File: config.mk
export PLATFORM = sky130hd
export DESIGN_NAME = isi_source
export DESIGN_NICKNAME = d
export VERILOG_FILES = /design/src/rtl/isi_source.sv
export SDC_FILE = /design/constraint.sdc
export NUM_CORES = 1
export LEC_CHECK = 0
export ABC_CLOCK_PERIOD_IN_PS = 3000
export CAP_MARGIN = 20
export CELL_PAD_IN_SITES_DETAIL_PLACEMENT = 2
export CELL_PAD_IN_SITES_GLOBAL_PLACEMENT = 2
export CORE_ASPECT_RATIO = 1.25
export CORE_UTILIZATION = 38
export DETAILED_ROUTE_END_ITERATION = 8
export GPL_TIMING_DRIVEN = 0
export PLACE_DENSITY = 0.81
export SLEW_MARGIN = 20
export SYNTH_ARGS = -nofsm -noshare
export SYNTH_HDL_FRONTEND = slang
export SYNTH_SLANG_ARGS = --single-unit
File: constraint.sdc
create_clock -name clk -period 3 [get_ports clk]
set_input_delay 0.6 -clock clk [delete_from_list [all_inputs] [get_ports clk]]
set_output_delay 0.6 -clock clk [all_outputs]
set_load 0.005 [all_outputs]
File: src/rtl/isi_source.sv
// Per-channel inter-spike-interval generator: measures cycles between spikes and flags
// the ISI word busy (comp_addr) while idle, arming or settling. Option: ISI_TIMEOUT_EN.
module isi_source #(
    parameter int unsigned bit_isi    = 8,
    parameter int unsigned SETTLE_CYC = 2
) (
    input  logic               clk,
    input  logic               clr,
    input  logic               en,
    input  logic               spike,
    output logic [bit_isi-1:0] isi,
    output logic               comp_addr,
    output logic               new_isi
);

    localparam logic [bit_isi-1:0] CntMax    = {bit_isi{1'b1}};
    localparam logic [bit_isi-1:0] CntOne    = bit_isi'(1);
    localparam logic [3:0]         SettleTop = 4'(SETTLE_CYC - 1);

    typedef enum logic [1:0] {StIdle, StArmed, StSettle, StHold} state_e;

    state_e             state_q;
    logic [bit_isi-1:0] cnt_q;
    logic [bit_isi-1:0] cnt_inc;
    logic [3:0]         settle_q;
    logic [bit_isi-1:0] isi_q;
    logic               comp_addr_q;
    logic               new_isi_q;

    // Interval counter never wraps; it parks at all-ones.
    always_comb begin
        cnt_inc = cnt_q;
        if (cnt_q != CntMax) begin
            cnt_inc = cnt_q + CntOne;
        end
    end

    always_ff @(posedge clk or negedge clr) begin
        if (!clr) begin
            state_q     <= StIdle;
            cnt_q       <= '0;
            settle_q    <= '0;
            isi_q       <= '0;
            comp_addr_q <= 1'b1;
            new_isi_q   <= 1'b0;
        end else begin
            new_isi_q <= 1'b0;
            if (!en) begin
                state_q     <= StIdle;
                comp_addr_q <= 1'b1;
                cnt_q       <= '0;
`ifdef ISI_TIMEOUT_EN
            end else if (state_q != StIdle && cnt_q == CntMax) begin
                // Stale interval: drop back to idle so it is never reported.
                state_q     <= StIdle;
                comp_addr_q <= 1'b1;
                cnt_q       <= '0;
`endif
            end else if (spike && state_q != StIdle) begin
                isi_q       <= cnt_q;
                cnt_q       <= CntOne;
                new_isi_q   <= 1'b1;
                settle_q    <= SettleTop;
                comp_addr_q <= 1'b1;
                state_q     <= StSettle;
            end else begin
                unique case (state_q)
                    StIdle: begin
                        comp_addr_q <= 1'b1;
                        if (spike) begin
                            state_q <= StArmed;
                            cnt_q   <= CntOne;
                        end else begin
                            cnt_q <= '0;
                        end
                    end
                    StArmed: begin
                        cnt_q <= cnt_inc;
                    end
                    StSettle: begin
                        cnt_q <= cnt_inc;
                        if (settle_q == 4'd0) begin
                            state_q     <= StHold;
                            comp_addr_q <= 1'b0;
                        end else begin
                            settle_q <= settle_q - 4'd1;
                        end
                    end
                    StHold: begin
                        cnt_q <= cnt_inc;
                    end
                endcase
            end
        end
    end

    assign isi       = isi_q;
    assign comp_addr = comp_addr_q;
    assign new_isi   = new_isi_q;

endmodule

After elaboration in Yosys (flattened, before gate mapping) --
Cells that the tools add are included. Widths: inputs -> output; s select.
Cells by class: add/subtract/negate cells 2, equality and inequality tests 9, mux-type cells 19, reductions and logical operators 10
Operators with widths (number):
- $mux 8 | 3
- $pmux 8 s2 | 1
- $mux 4 | 3
- $add 8x1->8 const B | 1
- $mux 2 | 4
- $ne 4x4->1 const B | 2
- $ne 8x8->1 const B | 1
- $mux 1 | 6
- $reduce_and 3->1 | 2
- $eq 2x2->1 const B | 2
- $logic_not 4->1 | 1
- $ne 4x1->1 const B | 1
- $ne 4x2->1 const B | 1
- $pmux 2 s2 | 1
- $reduce_and 2->1 | 2
- $reduce_bool 2->1 | 2
- $sub 4x1->4 const B | 1
- $reduce_or 3->1 | 1
- $eq 2x1->1 const B | 1
- $logic_not 2->1 | 1
- $ne 2x2->1 const B | 1
- $pmux 1 s2 | 1
- $logic_and 1x1->1 | 1
Storage, ports and cells: bits in registers 24, input bits 4, output and inout port bits 10, word-level logic and storage cells 46

Longest topological paths before layout --
word-level depth 5, gate-level depth with buffers 5, depth with buffers taken out 5

Least setup slack after synthesis --
Ideal clock, no wire load.
path type input -> register, start point in en, end point reg settle_q[3], library setup time 0.079 ns, arrival 1.522 ns, required time 2.921 ns, slack 1.399 ns, stages on the path 4, cell sequence buf_4 -> or4b_1 -> a211oi_2 -> mux2i_1
On the way: cells in the longest elaborated chain, start to end 1
Ends and longest elaborated chain:
- start, declared | RTL line 9 | input logic en,
- $reduce_and 3->1 (no source line)
- end signal, assigned | RTL line 63 | settle_q <= SettleTop;
- end signal, assigned | RTL line 86 | settle_q <= settle_q - 4'd1;
- end, declared | RTL line 25 | logic [3:0] settle_q;
No other way between the ends. A chain may end at the register's enable or synchronous reset.

Final worst setup path --
start point reg comp_addr_q (netlist: comp_addr), end point out comp_addr
RTL lines:
- start, declared | RTL line 27 | logic comp_addr_q;
- start signal, assigned | RTL line 44 | comp_addr_q <= 1'b1;
- start signal, assigned | RTL line 50 | comp_addr_q <= 1'b1;
- start signal, assigned | RTL line 64 | comp_addr_q <= 1'b1;
- end, declared | RTL line 12 | output logic comp_addr,
No word-level cell between the ends.

==> flow_metrics.py <==
metrics = {
    "status": {
        "status": "finished, final reports clean",
    },
    "global_routing": {
        "grt_pass1_wl_um": 4810,
        "grt.busiest_layer": "met2",
        "grt_overflow": 0,
        "met1_usage_pct": 22.9,
        "track_usage_pct": 19.7,
        "grt_start_max_net_pins": 25,
        "antenna_found_initial": 0,
        "met3_usage_pct": 1.43,
        "grt_pass1_vias": 1017,
        "grt_util_met2_pct": 36.2,
    },
    "pwr": {
        "power_leakage_nw": 0.602,
        "power.total_uw": 720,
        "pwr_density_cell_nw_per_um2": 523,
        "ir_worst_vdd_v": 0.000251,
    },
    "yosys": {
        "ys_ff_latch": 24,
        "synth_area_um2": 1180,
        "yosys.area_share.simple_pct": 17.7,
        "synth_xor_area_share_pct": 0,
        "synth_mux_area_share_pct": 9.11,
        "synth-adder-area-share_pct": 3.18,
        "seq_area_frac_synth_pct": 51.0,
        "netlist_instances": 108,
        "synth_top_family_by_area": "simple AND/OR/NAND/NOR gates",
        "synth_compound_gate_area_share_pct": 15.5,
        "synth_nets": 115,
        "synth.distinct_cells": 38,
        "syn_area_per_cell_um2": 10.9,
        "yosys_warnings": 0,
    },
    "critical_path": {
        "crit_end": "comp_addr",
        "reg2reg_from": "state_q[1]",
        "crit_type": "reg -> out",
        "r2r_slack_ns": 1.43,
        "crit_family": "flip-flops",
        "startpoint": "comp_addr",
        "path_max_fanout": 2,
        "reg2reg_depth": 3,
        "slowest_stage": "dfstp_2",
        "cp.buffers_inverters": 1,
        "critical_path.max_stage_delay_ns": 0.55,
        "critPathArrivalTime_ns": 1.36,
        "critical_path_required_ns": 2.40,
        "worst_setup_path_start_kind": "flop",
        "cp.depth": 1,
        "end_kind": "output pin",
        "path_cells": "clkdlybuf4s50_1",
        "rr_endpoint": "isi[5]",
    },
    "final_layout": {
        "fin_util_pct": 46.8,
        "syn_to_final_growth_pct": 16.6,
        "drive_gt1_share_pct": 14.5,
        "nets": 132,
        "diodes": 0,
    },
    "floorplan": {
        "die_w_um": 51.9,
        "fp.dieArea_um2": 3340,
        "coreArea_um2": 2950,
        "floorplan.initialDensity_pct": 40.1,
        "ios": 14,
        "num_rows": 22,
        "chipHeight_um": 64.3,
    },
    "route": {
        "drc_errors": 0,
        "post_drt_wl_per_cell_um": 17.5,
        "ant_nets": 0,
        "vias_per_cell": 5.61,
        "drt_iter0_drc": 6,
        "dr.pass1.iters": 4,
        "route.vias.total": 897,
        "routed_wl_um": 2800,
    },
    "clocking": {
        "postCtsResizedCells": 0,
        "clkLatencyLatePin_ns": 0.31,
        "cts_root_buf": "clkbuf_4",
        "cts_num_sinks": 24,
        "tritoncts": "yes",
        "holdBufCountCts": 0,
        "clock_path_buffers": 2,
        "post_cts_buffers": 0,
        "clk_pin_slew_ns": 0.13,
        "numCtsBuffers": 3,
        "cts-htree-levels": 1,
    },
    "sta": {
        "drv_slew": 0,
        "final-hold-violation-count": 0,
        "relSlewSlack_pct": 65.8,
        "setup-violations-final": 0,
        "finalCritPeriodShare_pct": 65.3,
        "max_freq_ghz": 0.511,
        "rsz0062_at_grt": "false",
        "skew_ns": 0.000932,
        "tightest_slew_ns": 0.499,
        "tns_ns": 0,
        "layout_setup_ws_ns": 1.04,
        "finalCriticalPeriod_ns": 1.96,
    },
    "min_path": {
        "hold_path_class": "in -> async",
    },
    "place": {
        "dpl.hpwl_um": 2110,
        "routabilityCongestion": 0.770,
        "pre_cts_slack_ns": 0.797,
        "port_buffers": 12,
    },
    "run": {
        "drv_cap": 0,
    },
}
==> synthesized netlist by cell type <==
| cell | number | area share (%) |
|---|---|---|
| dfrtp_1 | 23 | 49 |
| nand2_1 | 8 | 2.5 |
| inv_1 | 7 | 2.2 |
| a21oi_1 | 6 | 2.5 |
| mux2_2 | 6 | 5.7 |
| nand3_1 | 5 | 2.1 |
| nor3_1 | 5 | 2.1 |
| a211oi_1 | 4 | 2.5 |
| mux2i_1 | 4 | 3.4 |
| nor2_1 | 4 | 1.3 |
| ha_1 | 3 | 3.2 |
| nand2b_1 | 3 | 1.6 |
| o21ai_0 | 3 | 1.3 |
| and3_1 | 2 | 1.1 |
| nand4_1 | 2 | 1.1 |
| a2111oi_2 | 1 | 1.3 |
| a211o_1 | 1 | 0.74 |
| a211oi_2 | 1 | 1.1 |
| a21o_1 | 1 | 0.64 |
| a22o_1 | 1 | 0.74 |
| a41oi_1 | 1 | 0.74 |
| and2_1 | 1 | 0.53 |
| and4_1 | 1 | 0.74 |
| and4b_1 | 1 | 0.85 |
| buf_2 | 1 | 0.42 |
| buf_4 | 1 | 0.64 |
| clkbuf_1 | 1 | 0.32 |
| dfstp_2 | 1 | 2.2 |
| nand3b_1 | 1 | 0.64 |
| nor3b_2 | 1 | 1.1 |
| nor4b_1 | 1 | 0.74 |
| o2111a_1 | 1 | 0.95 |
| o2111ai_1 | 1 | 0.74 |
| o211ai_2 | 1 | 1.1 |
| o21ai_1 | 1 | 0.42 |
| o311ai_0 | 1 | 0.74 |
| or2_1 | 1 | 0.53 |
| or4b_1 | 1 | 0.85 |
==> layout by cell type, fill, tap and decap left out, drive strengths merged, types with 3 or more instances in the layout <==
cell type / n
clkdlybuf4s50: 11
nor2: 4
dfrtp: 23
ha: 3
o21ai: 4
nand3: 5
nor3: 5
mux2: 6
buf: 3
a21oi: 6
inv: 7
clkbuf: 5
nand2: 8
nand2b: 3
a211oi: 5
mux2i: 4
==> report_power, final <==
part / leakage, nW / total [mW] / switching, mW / internal, mW
logic: 0.259 / 0.165 / 0.0911 / 0.0735
clock network: 0.0210 / 0.167 / 0.0933 / 0.0741
registers: 0.322 / 0.388 / 0.0308 / 0.357
==> how the worst min path moves through the flow <==
| stage | end | cells after the start |
|---|---|---|
| after global routing | isi[7] | 1 |
| final | isi[7] | 1 |
| after CTS | settle_q[0] | 1 |
| after detailed placement | isi[4] | 2 |
| after floorplan | cnt_q[0] | 0 |
| after global placement | isi[0] | 2 |
==> flip-flops by register name, summed over array words and instances (netlist names) <==
signal     flops
cnt_q          8
comp_addr      1
isi            8
new_isi        1
settle_q       4
state_q        2
==> metrics by stage <==
stage | cell area (um^2) | cells | hold WS, ns
floorplan | 1180 | 108 | 0.304
global placement | 1350 | 156 | 0.469
detailed placement | 1350 | 156 | 0.491
CTS | 1380 | 160 | 0.528
global route | 1380 | 160 | 0.273
finish | 1380 | 160 | 0.248
==> layer usage <==
layer  vias to the layer above  wire length, um
met5                         -                0
met3                         2               36
met4                         0               19
li1                        431                -
met2                         6             1590
met1                       458             1160
==> cell type report <==
class	count	area, um^2
Buffer	3	16.3
Clock buffer	4	36.3
Multi-Input combinational cell	74	537
Tap cell	36	45.0
Timing Repair Buffer	12	115
Fill cell	303	1570
Inverter	7	26.3
Sequential cell	24	602
==> kinds of logic (layout without fill, tap and decap cells) <==
family | after synthesis | after routing
and+or+nand+nor | 37 | 37
AOI/OAI and AO/OA | 24 | 24
DFF | 24 | 24
muxes | 10 | 10
buffers and inverters | 10 | 26
adders and majority gates | 3 | 3
Note: power is estimated with default switching activity, not from simulation.
